==> config.mk <==
export PLATFORM = sky130hd
export DESIGN_NAME = stream_output_handler_flat
export DESIGN_NICKNAME = d
export VERILOG_FILES = /design/src/rtl/stream_output_handler_if.sv /design/src/rtl/stream_output_handler.sv /design/src/flat_wrapper.sv
export SDC_FILE = /design/constraint.sdc
export NUM_CORES = 1
export LEC_CHECK = 0
export BUFFER_PORTS_ARGS = -buffer_cell sky130_fd_sc_hd__buf_4
export CORE_AREA = 2 2 133 135
export DETAILED_ROUTE_END_ITERATION = 6
export DIE_AREA = 0 0 135 137
export HOLD_SLACK_MARGIN = 0.02
export PLACE_DENSITY = 0.77
export SLEW_MARGIN = 20
export SYNTH_ARGS = -nofsm -noshare
export SYNTH_HDL_FRONTEND = slang
export SYNTH_SLANG_ARGS = --single-unit
==> constraint.sdc <==
create_clock -name clk -period 6.44 [get_ports clk]
set_input_delay 0.322 -clock clk [delete_from_list [all_inputs] [get_ports clk]]
set_output_delay 0.322 -clock clk [all_outputs]
set_load 0.01 [all_outputs]
==> src/rtl/stream_output_handler_if.sv <==
// Hit-result, query-end and stream-output handshake bundle of the stream output handler.
// The engine/stream side uses the master modport; the handler uses the slave modport.
interface stream_output_handler_if #(
  parameter int SCORE_WIDTH   = 16,
  parameter int REF_POS_WIDTH = 25
);
  logic [SCORE_WIDTH-1:0]   result_score_in;
  logic [REF_POS_WIDTH-1:0] result_ref_pos_in;
  logic                     result_valid_in;
  logic                     result_rdy_out;
  logic                     query_end_valid_in;
  logic                     query_end_rdy_out;
  logic [127:0]             so_data;
  logic                     so_valid;
  logic                     so_rdy;

  modport master (
    output result_score_in, result_ref_pos_in, result_valid_in,
    output query_end_valid_in, so_rdy,
    input  result_rdy_out, query_end_rdy_out, so_data, so_valid
  );

  modport slave (
    input  result_score_in, result_ref_pos_in, result_valid_in,
    input  query_end_valid_in, so_rdy,
    output result_rdy_out, query_end_rdy_out, so_data, so_valid
  );
endinterface

==> src/rtl/stream_output_handler.sv <==
// Packs engine hits two per 128-bit stream word and closes every query with a
// trailer word holding the query's hit count and index.
module stream_output_handler #(
  parameter int SCORE_WIDTH    = 16,
  parameter int REF_POS_WIDTH  = 25,
  parameter int QUERY_ID_WIDTH = 16
) (
  input  logic                   clk,
  input  logic                   rst,
  stream_output_handler_if.slave bus
);

  typedef enum logic [2:0] {
    COLLECT0     = 3'd0,
    COLLECT1     = 3'd1,
    SEND_DATA    = 3'd2,
    SEND_PARTIAL = 3'd3,
    SEND_TRAILER = 3'd4
  } state_e;

  state_e                    state_q, state_d;
  logic [63:0]               slot0_q, slot0_d;
  logic [31:0]               hit_cnt_q, hit_cnt_d;
  logic [QUERY_ID_WIDTH-1:0] query_idx_q, query_idx_d;
  logic [127:0]              so_data_q, so_data_d;
  logic                      so_valid_q, so_valid_d;

  logic                      collecting_s;
  logic                      hit_acc_s;
  logic                      qend_acc_s;
  logic [63:0]               new_slot_s;
  logic [31:0]               hit_cnt_inc_s;
  logic [127:0]              trailer_s;

  function automatic logic [63:0] make_slot(
    input logic [SCORE_WIDTH-1:0]   score,
    input logic [REF_POS_WIDTH-1:0] ref_pos
  );
    logic [63:0] slot;
    slot                        = 64'd0;
    slot[REF_POS_WIDTH-1:0]     = ref_pos;
    slot[32 +: SCORE_WIDTH]     = score;
    slot[63]                    = 1'b1;
    return slot;
  endfunction

  function automatic logic [127:0] make_trailer(
    input logic [31:0]               cnt,
    input logic [QUERY_ID_WIDTH-1:0] idx
  );
    logic [127:0] word;
    word                        = 128'd0;
    word[31:0]                  = cnt;
    word[32 +: QUERY_ID_WIDTH]  = idx;
    return word;
  endfunction

  // A hit always wins over a query end presented in the same cycle.
  assign collecting_s          = (state_q == COLLECT0) || (state_q == COLLECT1);
  assign hit_acc_s             = collecting_s && bus.result_valid_in;
  assign qend_acc_s            = collecting_s && !bus.result_valid_in && bus.query_end_valid_in;
  assign new_slot_s            = make_slot(bus.result_score_in, bus.result_ref_pos_in);
  assign hit_cnt_inc_s         = (hit_cnt_q == 32'hFFFF_FFFF) ? hit_cnt_q : hit_cnt_q + 32'd1;
  assign trailer_s             = make_trailer(hit_cnt_q, query_idx_q);

  assign bus.result_rdy_out    = collecting_s;
  assign bus.query_end_rdy_out = collecting_s && !bus.result_valid_in;
  assign bus.so_data           = so_data_q;
  assign bus.so_valid          = so_valid_q;

  // State and datapath registers.
  always_ff @(posedge clk or posedge rst) begin
    if (rst) begin
      state_q     <= COLLECT0;
      slot0_q     <= 64'd0;
      hit_cnt_q   <= 32'd0;
      query_idx_q <= {QUERY_ID_WIDTH{1'b0}};
      so_data_q   <= 128'd0;
      so_valid_q  <= 1'b0;
    end else begin
      state_q     <= state_d;
      slot0_q     <= slot0_d;
      hit_cnt_q   <= hit_cnt_d;
      query_idx_q <= query_idx_d;
      so_data_q   <= so_data_d;
      so_valid_q  <= so_valid_d;
    end
  end

  // Next-state and output-word selection.
  always_comb begin
    state_d     = state_q;
    slot0_d     = slot0_q;
    query_idx_d = query_idx_q;
    so_data_d   = so_data_q;
    so_valid_d  = so_valid_q;
    if (hit_acc_s) begin
      hit_cnt_d = hit_cnt_inc_s;
    end else begin
      hit_cnt_d = hit_cnt_q;
    end

    case (state_q)
      COLLECT0: begin
        if (hit_acc_s) begin
          slot0_d = new_slot_s;
          state_d = COLLECT1;
        end else if (qend_acc_s) begin
          so_data_d  = trailer_s;
          so_valid_d = 1'b1;
          state_d    = SEND_TRAILER;
        end else begin
          state_d = COLLECT0;
        end
      end
      COLLECT1: begin
        if (hit_acc_s) begin
          so_data_d  = {new_slot_s, slot0_q};
          so_valid_d = 1'b1;
          state_d    = SEND_DATA;
        end else if (qend_acc_s) begin
          so_data_d  = {64'd0, slot0_q};
          so_valid_d = 1'b1;
          state_d    = SEND_PARTIAL;
        end else begin
          state_d = COLLECT1;
        end
      end
      SEND_DATA: begin
        if (bus.so_rdy) begin
          so_valid_d = 1'b0;
          state_d    = COLLECT0;
        end else begin
          state_d = SEND_DATA;
        end
      end
      SEND_PARTIAL: begin
        // Trailer follows the partial word back to back, valid stays high.
        if (bus.so_rdy) begin
          so_data_d = trailer_s;
          state_d   = SEND_TRAILER;
        end else begin
          state_d = SEND_PARTIAL;
        end
      end
      SEND_TRAILER: begin
        if (bus.so_rdy) begin
          so_valid_d  = 1'b0;
          hit_cnt_d   = 32'd0;
          query_idx_d = query_idx_q + QUERY_ID_WIDTH'(1'b1);
          state_d     = COLLECT0;
        end else begin
          state_d = SEND_TRAILER;
        end
      end
      default: begin
        so_valid_d = 1'b0;
        state_d    = COLLECT0;
      end
    endcase
  end

endmodule

==> src/flat_wrapper.sv <==
// flat-port wrapper written by rule: the top's interface ports become plain ports
module stream_output_handler_flat 
#(
  parameter int SCORE_WIDTH    = 16,
  parameter int REF_POS_WIDTH  = 25,
  parameter int QUERY_ID_WIDTH = 16
)
  (clk, rst, bus_result_score_in, bus_result_ref_pos_in, bus_result_valid_in, bus_query_end_valid_in, bus_so_rdy, bus_result_rdy_out, bus_query_end_rdy_out, bus_so_data, bus_so_valid);
  stream_output_handler_if #(.SCORE_WIDTH(SCORE_WIDTH), .REF_POS_WIDTH(REF_POS_WIDTH)) bus_i ();
  input  logic clk;
  input  logic rst;
  input wire logic [$bits(bus_i.result_score_in)-1:0] bus_result_score_in;
  input wire logic [$bits(bus_i.result_ref_pos_in)-1:0] bus_result_ref_pos_in;
  input wire logic [$bits(bus_i.result_valid_in)-1:0] bus_result_valid_in;
  input wire logic [$bits(bus_i.query_end_valid_in)-1:0] bus_query_end_valid_in;
  input wire logic [$bits(bus_i.so_rdy)-1:0] bus_so_rdy;
  output wire logic [$bits(bus_i.result_rdy_out)-1:0] bus_result_rdy_out;
  output wire logic [$bits(bus_i.query_end_rdy_out)-1:0] bus_query_end_rdy_out;
  output wire logic [$bits(bus_i.so_data)-1:0] bus_so_data;
  output wire logic [$bits(bus_i.so_valid)-1:0] bus_so_valid;
  assign bus_i.result_score_in = bus_result_score_in;
  assign bus_i.result_ref_pos_in = bus_result_ref_pos_in;
  assign bus_i.result_valid_in = bus_result_valid_in;
  assign bus_i.query_end_valid_in = bus_query_end_valid_in;
  assign bus_i.so_rdy = bus_so_rdy;
  assign bus_result_rdy_out = bus_i.result_rdy_out;
  assign bus_query_end_rdy_out = bus_i.query_end_rdy_out;
  assign bus_so_data = bus_i.so_data;
  assign bus_so_valid = bus_i.so_valid;
  stream_output_handler #(.SCORE_WIDTH(SCORE_WIDTH), .REF_POS_WIDTH(REF_POS_WIDTH), .QUERY_ID_WIDTH(QUERY_ID_WIDTH)) u_core (.clk(clk), .rst(rst), .bus(bus_i));
endmodule
; Word-level counts from Yosys, hierarchy flattened
; Cells that the tools add are included.
[op_classes]
add_sub_neg = 2
n_eq_ne = 10
mux = 23
bitwise_logic = 1
reduce_logical = 12
[ops]
columns = op, n
row1 = 2-to-1 mux 128 bit, 5
row2 = case mux 128 bit (3 select lines), 1
row3 = 2-to-1 mux 32 bit, 4
row4 = adder 32 x 1 -> 32 bit (second input constant), 1
row5 = == test 32 bit (second input constant), 1
row6 = adder 16 x 1 -> 16 bit (second input constant), 1
row7 = 2-to-1 mux 3 bit, 5
row8 = case mux 3 bit (5 select lines), 1
row9 = == test 3 x 2 -> 1 bit (second input constant), 2
row10 = AND reduction 5 bit, 1
row11 = 2-to-1 mux 1 bit, 4
row12 = 2-to-1 mux 2 bit, 2
row13 = != test 2 x 1 -> 1 bit (second input constant), 2
row14 = != test 2 bit (second input constant), 2
row15 = case mux 1 bit (4 select lines), 1
row16 = AND reduction 2 bit, 2
row17 = == test 3 x 1 -> 1 bit (second input constant), 1
row18 = == test 3 bit (second input constant), 1
row19 = logical AND 1 bit, 3
row20 = zero test 3 bit, 1
row21 = != test 3 x 1 -> 1 bit (second input constant), 1
row22 = AND reduction 3 bit, 1
row23 = nonzero test 3 bit, 1
row24 = OR reduction 2 bit, 1
row25 = 3 further kinds, 3
[word_totals]
inputBits = 46
out_inout_bits = 131
elab_cells = 54
register_bits = 222

; Depth between registers and ports, before layout
; Gate-level depths: netlist of run 1.
[logic_depth]
depth_word = 7
depth_mapped = 8
mapped_depth_nobuf = 6

; Worst setup path after synthesis of run 1
; Ideal clock, no wire load.
[synth_path]
kind = reg2reg
start = reg u_core.hit_cnt_q[0]
end = reg u_core.hit_cnt_q[21]
path_slack_ps = 4350
synth_period_minus_slack_ps = 2090
t_required_ps = 6304
path_stages_with_launch = 7
arrival_ps = 1953
cell_sequence = dfrtp_1 > ha_1 > nand2_1 > or3_4 > nor4_1 > or4_1 > a21oi_1
[synth_between]
elab_chain_len = 5
elab_cells_between_ends = 6
cone_classes = add/sub (1) / eq/ne (1) / mux (4)
[synth_lines]
columns = item, line
row1 = start: declaration, stream_output_handler.sv:23  ; logic [31:0] hit_cnt_q, hit_cnt_d;
row2 = start signal: assignment, stream_output_handler.sv:83  ; hit_cnt_q <= hit_cnt_d;
row3 = adder 32 x 1 -> 32 bit or == test 32 bit (tied branches), stream_output_handler.sv:63  ; assign hit_cnt_inc_s = (hit_cnt_q == 32'hFFFF_FFFF) ? hit_cnt_q : hit_cnt_q + 32'd1;
row4 = 2-to-1 mux 32 bit *, stream_output_handler.sv:63
row5 = 2-to-1 mux 32 bit *, stream_output_handler.sv:97  ; if (hit_acc_s) begin
row6 = 2-to-1 mux 32 bit, stream_output_handler.sv:147  ; if (bus.so_rdy) begin
row7 = 2-to-1 mux 32 bit *, stream_output_handler.sv:103  ; case (state_q)
row8 = via u_core.hit_cnt_d[21], stream_output_handler.sv:23
; The timed path passes the listed nets; every way through them passes the cells marked *.
; A chain may end at the register's enable or synchronous reset.

; Final worst setup path of run 1
[layout_path]
start = reg u_core.hit_cnt_q[0]
end = reg u_core.hit_cnt_q[7]
; Same word-level chain as after synthesis.

==> metrics, run 1 <==
result of the run finished clean; cell class contributing the biggest share of worst-path delay compound AO/OA/AOI/OAI gates; detailed-route via count 5646; register-to-register path setup slack 3.85 ns; achievable clock frequency 0.387 GHz; stages on the worst setup path 6; die width 135 um; RSZ-0062 raised after global routing no; Floorplan Core Area 17100 um2; cell types occupying the most area after synthesis sky130_fd_sc_hd__dfrtp_1 57%, sky130_fd_sc_hd__mux2_2 5.8%, sky130_fd_sc_hd__mux2i_1 4.8%, sky130_fd_sc_hd__o21ai_0 4.6%, sky130_fd_sc_hd__a22o_1 4.5%; Total Neg Setup Slack 0 ns; category of the worst setup path launch point flop; average footprint of a synthesized cell 11.3 um2; number of buffer and inverter instances along the worst setup path 0; number of filler cells placed in the layout 1475; CP max FO 24; share of cells above drive strength 1 27.3%; Post-route DRC 0; period utilisation layout 40.2%; clk sinks 185; clock tree from TritonCTS built; fraction of the mapped netlist area in simple logic gates 11.4%; worst setup slack after placement 3.88 ns; antenna violations before repair 0; Worst Tran Pin Value 1.02 ns; EDFF count, synth 0; total cell area at the placement stage 9210 um2; combinational family with the most area after synthesis compound AO/OA/AOI/OAI gates; path type of the worst setup path flop to flop; number of library cell types mapped by synthesis 44; ranking of synthesized cells by instance count 185 x sky130_fd_sc_hd__dfrtp_1, 86 x sky130_fd_sc_hd__nand2_1, 74 x sky130_fd_sc_hd__o21ai_0; Synth Area in Compound Gates 13.1%; Fin Clk Skew 0.00744 ns; Leak 0.00469 uW; cell type contributing the most total cell area after synthesis sky130_fd_sc_hd__dfrtp_1; Non-Filler Cell Area, Final 9830 um2; critical-path cell with the highest stage delay sky130_fd_sc_hd__o41ai_4; number of cells upsized or downsized after cts 0; Max Buffers Root-to-Sink 2; most instantiated flip-flop cell in the synthesis netlist sky130_fd_sc_hd__dfrtp_1; combined area of all synthesized cells 8100 um2; placer congestion estimate 0.788; instance count of the mapped netlist 715; routed length per instance 16.0 um; post-synthesis sequential element count 185; wire length of the first global-routing pass 28400 um; hold bufs inserted after CTS 0; Max-slew headroom 31.1%; effective utilization at floorplan 47.5%; Placed Cells incl. Taps 1045; class of the worst hold path primary input to async pin; nets 887; share of synthesized area spent on multiplexers 10.7%; CTS HTree Levels 4; origin of the critical flop-to-flop path u_core.hit_cnt_q[0]; final worst path period need 2.59 ns; non-filler cells in the finished layout 1075; # port buffers 139; vias in the first global route 5495; count of yosys warnings during synthesis 0; nature of the critical path endpoint flop; GR Overflow Total 0; length of the first detailed-routing pass in iterations 4; critical register-to-register path endpoint u_core.hit_cnt_q[7]; clock network latency to the later pin of the worst-skew pair 0.43 ns; post-route core utilization 57.7%; setup violators final 0; library cell with the highest instance count after synthesis sky130_fd_sc_hd__dfrtp_1; data arrival time of the critical path 2.94 ns; proportion of synthesized chip area in sequential cells 57.1%; die outline height 137 um; post-synthesis share of cell area spent on xor and xnor gates 1.62%; Multi-input gate area 3180 um2; critical path endpoint u_core.hit_cnt_q[7]; number of vias per cell after detailed routing 5.25; initial detailed-routing violation count 345; length in cells of the worst reg-to-reg path 6; Total Wirelength 17200 um; Final Max Tran Viols 0; Die ar. 18500 um2; CTS root buffer sky130_fd_sc_hd__clkbuf_16; Worst EP required 6.79 ns; diode insertion count for antenna repair 0; Adder-Cell Fraction of Synth Area 0.309%; FP Rows 48; sequential standard cell area 4630 um2; max-capacitance violation count 0; power density over cell area 414 nW/um2; Worst setup startpoint u_core.hit_cnt_q[0]; fraction of registers with async set or reset after synthesis 100%; smallest setup slack after layout 3.85 ns; area share of the leading cell type in the synthesized netlist 57.1%; Clock transition at path regs 0.07 ns; CP peak stage delay 0.93 ns; post-CTS setup-driven buffer insertion count 0; layout overhead on the synthesized area 21.4%; pin count of the biggest net entering global routing 123; cells along the critical path ha_1, nand2_1, or3_4, o41ai_4, o21ai_0, a21oi_1; CTS Buf Count 17; number of hold violations in the final report 0; antenna viol nets, final 0; all-layer global routing usage 19.5%; worst supply voltage drop on vdd 0.235 mV; number of placed I/O pins 177; half-perimeter wire length after placement 11400 um
## state kept, by name (all words and copies together) (netlist names)
name / count
u_core.state_q: 3
u_core.bus.so_valid: 1
u_core.query_idx_q: 16
u_core.hit_cnt_q: 32
u_core.bus.so_data: 91
u_core.slot0_q: 42
## stage by stage
stage | hold WS, ns | total power [uW]
after CTS | 0.0942 | 4130
after global placement | 0.454 | 2970
after global routing | 0.108 | 4340
final | 0.0372 | 4070
after detailed placement | 0.453 | 3010
after floorplan | 0.439 | 2550
## layer usage
| metal | GRT usage (%) | wire, um | vias up |
|---|---|---|---|
| li1 | - | - | 2731 |
| met1 | 27.6 | 8150 | 2768 |
| met2 | 29.8 | 7950 | 129 |
| met3 | 5.07 | 889 | 18 |
| met4 | 5.96 | 229 | 0 |
| met5 | 0 | 0 | - |
## cell families (layout without fill, tap and decap cells)
family	after synthesis	in the layout
AOI/OAI and AO/OA	164	164
buffers and inverters	82	181
and+or+nand+nor	185	185
xor gates and xnor gates	15	15
other	1	37
muxes	81	81
adders and majority gates	2	2
DFF	185	185
## power by group
group / total (uW) / switching (uW) / internal (uW)
sequential: 1700 / 219 / 1480
clock: 1100 / 433 / 667
combinational: 1270 / 660 / 615
## worst min-delay path by stage
stage,slack [ns],cells past startpoint,startpoint,to
after global placement,0.45,1,u_core.slot0_q[63],u_core.slot0_q[63]
after floorplan,0.44,1,u_core.slot0_q[63],u_core.slot0_q[63]
after global routing,0.11,2,bus_result_ref_pos_in[19],u_core.bus.so_data[83]
after CTS,0.09,2,rst,u_core.bus.so_data[88]
after detailed placement,0.45,1,u_core.slot0_q[63],u_core.slot0_q[63]
final,0.04,2,rst,u_core.bus.so_data[88]
## cell type report
type / instances / share of cell area [%]
flip-flops and latches: 185 / 47.1
multi-input cells: 484 / 32.4
repair buffers: 144 / 11.0
clock buffers: 19 / 4.61
well taps: 225 / 2.86
clock inverters: 11 / 1.76
inverters: 7 / 0.344
## placed cells by master (no fill, tap or decap), types with 4 or more instances in the layout
master,count
sky130_fd_sc_hd__dfrtp_1,185
sky130_fd_sc_hd__buf_4,144
sky130_fd_sc_hd__nand2_1,85
sky130_fd_sc_hd__o21ai_0,74
sky130_fd_sc_hd__a22o_1,42
sky130_fd_sc_hd__mux2_2,42
sky130_fd_sc_hd__mux2i_1,39
sky130_fd_sc_hd__conb_1,37
sky130_fd_sc_hd__a21oi_1,27
sky130_fd_sc_hd__nand3_1,25
sky130_fd_sc_hd__or3_1,17
sky130_fd_sc_hd__clkbuf_16,17
sky130_fd_sc_hd__xnor2_1,13
sky130_fd_sc_hd__nor2_1,11
sky130_fd_sc_hd__and3_1,9
sky130_fd_sc_hd__o31ai_1,9
sky130_fd_sc_hd__or4_1,9
sky130_fd_sc_hd__inv_1,6
sky130_fd_sc_hd__nand4_1,6
sky130_fd_sc_hd__or2_2,4
sky130_fd_sc_hd__bufinv_16,4
sky130_fd_sc_hd__clkinv_4,4
No activity file was read; power rests on OpenSTA's default activity.
==> run 2: changes to the inputs <==
Clock period 6.44 ns to 2.6 ns, I/O delays scaled along.
==> run 2 against run 1 <==
Clock power rose by 120%. Register-to-register slack worse by 3.6 ns. Sequential power is 150% higher. First-iteration DRC count is 13% higher. Highest routed layer unchanged.
==> metrics, run 2 (synthesis results as in run 1) <==
power density over cell area 967 nW/um2 (was 414 nW/um2); Multi-input gate area 3180 um2 (unchanged); data arrival time of the critical path 2.68 ns (was 2.94 ns); Max Buffers Root-to-Sink 2 (unchanged); number of filler cells placed in the layout 1442 (was 1475); sequential standard cell area 4630 um2 (unchanged); period utilisation layout 89.8% (was 40.2%); number of vias per cell after detailed routing 5.23 (was 5.25); clock network latency to the later pin of the worst-skew pair 0.43 ns (about the same); CP peak stage delay 0.50 ns (was 0.93 ns); clk sinks 185 (unchanged); diode insertion count for antenna repair 0 (unchanged); nature of the critical path endpoint flop (unchanged); critical-path cell with the highest stage delay sky130_fd_sc_hd__dfrtp_1 (was sky130_fd_sc_hd__o41ai_4); top library cells by usage in the layout, fill and taps aside 185 x sky130_fd_sc_hd__dfrtp_1, 155 x sky130_fd_sc_hd__buf_4, 85 x sky130_fd_sc_hd__nand2_1 (was 185 x sky130_fd_sc_hd__dfrtp_1, 144 x sky130_fd_sc_hd__buf_4, 85 x sky130_fd_sc_hd__nand2_1); GR Overflow Total 0 (unchanged); wire length of the first global-routing pass 29800 um (was 28400 um); number of buffer and inverter instances along the worst setup path 0 (unchanged); non-filler cells in the finished layout 1132 (was 1075); routed length per instance 15.7 um (was 16.0 um); Clock transition at path regs 0.06 ns (was 0.07 ns); total length of routed met3 wires 898 um (was 889 um); total power 9990 uW (was 4070 uW); most common cell after layout, fill and taps aside sky130_fd_sc_hd__dfrtp_1 (unchanged); CP max FO 12 (was 24); CTS HTree Levels 4 (unchanged); number of placed I/O pins 177 (unchanged); die outline height 137 um (unchanged); vias in the first global route 5812 (was 5495); result of the run finished clean (unchanged); half-perimeter wire length after placement 12000 um (was 11400 um); max-capacitance violation count 0 (unchanged); Worst Tran Pin Value 0.637 ns (was 1.02 ns); Post-route DRC 0 (unchanged); Non-Filler Cell Area, Final 10300 um2 (was 9830 um2); CTS root buffer sky130_fd_sc_hd__clkbuf_16 (unchanged); post-route core utilization 60.5% (was 57.7%); Final Max Tran Viols 0 (unchanged); CTS Buf Count 17 (unchanged); final worst path period need 2.33 ns (was 2.59 ns); clock tree from TritonCTS built (unchanged); post-CTS setup-driven buffer insertion count 0 (unchanged); Total Wirelength 17800 um (was 17200 um); pin count of the biggest net entering global routing 67 (was 123); effective utilization at floorplan 47.5% (unchanged); initial detailed-routing violation count 390 (was 345); Total Neg Setup Slack 0 ns (unchanged); max layer used met4 (unchanged); layout overhead on the synthesized area 27.4% (was 21.4%); hold bufs inserted after CTS 42 (was 0); placer congestion estimate 0.802 (was 0.788); Die ar. 18500 um2 (unchanged); stages on the worst setup path 5 (was 6); nets 943 (was 887); flip-flop count of the largest register, all copies and words added 91 (unchanged); count of cells along the worst hold path 4; cell class contributing the biggest share of worst-path delay simple AND/OR/NAND/NOR gates (was compound AO/OA/AOI/OAI gates); RSZ-0062 raised after global routing no (unchanged); die width 135 um (unchanged); length in cells of the worst reg-to-reg path 5 (was 6); Leak 0.00489 uW (was 0.00469 uW); category of the worst setup path launch point flop (unchanged); all-layer global routing usage 20.3% (was 19.5%); FP Rows 48 (unchanged); detailed-route via count 5917 (was 5646); metal1 wirelength 8130 um (was 8150 um); routed length on met2 8420 um (was 7950 um); antenna violations before repair 0 (unchanged); cells along the critical path or3b_4, nor4_4, o2111ai_1, or3_1, a21oi_1 (was ha_1, nand2_1, or3_4, o41ai_4, o21ai_0, a21oi_1); number of hold violations in the final report 0 (unchanged); antenna viol nets, final 0 (unchanged); worst supply voltage drop on vdd 0.503 mV (was 0.235 mV); path type of the worst setup path flop to flop (unchanged); Placed Cells incl. Taps 1059 (was 1045); setup violators final 0 (unchanged); class of the worst hold path primary input to flop (was primary input to async pin); length of the first detailed-routing pass in iterations 5 (was 4); Worst EP required 2.94 ns (was 6.79 ns); total cell area at the placement stage 9350 um2 (was 9210 um2); Floorplan Core Area 17100 um2 (unchanged); achievable clock frequency 0.428 GHz (was 0.387 GHz); Fin Clk Skew 0.00957 ns (was 0.00744 ns); Max-slew headroom 57.5% (was 31.1%); # port buffers 139 (unchanged); share of cells above drive strength 1 27.0% (was 27.3%); number of cells upsized or downsized after cts 0 (unchanged)
run 2: changes by cell type in the layout (fill, tap and decap cells not counted), sizes merged:
cell,delta
dlygate4sd3,+42
clkinv,-3
bufinv,-3
buf,+14
clkinvlp,+6
inv,-1
clkbuf,+2
run 2: worst reg2reg max path: cells and delay by family (launching register included):
kind / cells / cell delay [ns]
DFF: 1 / 0.50
and+or+nand+nor: 3 / 1.26
AOI/OAI and AO/OA: 2 / 0.50
run 2: area by class of cell:
| class | instances | area share [%] |
|---|---|---|
| flip-flops and latches | 185 | 44.8 |
| multi-input cells | 484 | 30.8 |
| repair buffers | 200 | 15.9 |
| clock buffers | 21 | 4.46 |
| well taps | 225 | 2.73 |
| clock inverters | 10 | 0.945 |
| inverters | 7 | 0.291 |
run 2: worst paths after layout:
path                                        startpoint                     end  slack, ns
worst max-delay path                 u_core.state_q[2]    u_core.hit_cnt_q[29]       0.27
worst min-delay path                        bus_so_rdy       u_core.state_q[2]       0.04
worst max register to register       u_core.state_q[2]    u_core.hit_cnt_q[29]       0.27
worst min register to register  u_core.query_idx_q[15]  u_core.query_idx_q[15]       0.48
max in group asynchronous                          rst  u_core.bus.so_data[64]       1.63
min in group asynchronous                          rst  u_core.bus.so_data[99]       0.29
run 2: metal layers:
metal / GRT usage, % / vias up
met5: 0 / -
met4: 7.52 / 0
met3: 4.52 / 21
met2: 31.6 / 157
met1: 28.0 / 2892
li1: - / 2847
run 2: power breakdown:
part	total [uW]	switching, uW	internal (uW)	leakage, uW
Clock	2440	1080	1370	0.000253
Sequential	4200	532	3670	0.00242
Combinational	3350	1690	1660	0.00222
run 2: per-stage QoR:
step	worst slack, ns	hold WS, ns
after detailed placement	0.294	0.180
after CTS	0.281	0.0232
after global routing	0.0938	0.0527
final	0.265	0.0373
after global placement	0.373	0.176
after floorplan	0.0915	0.263
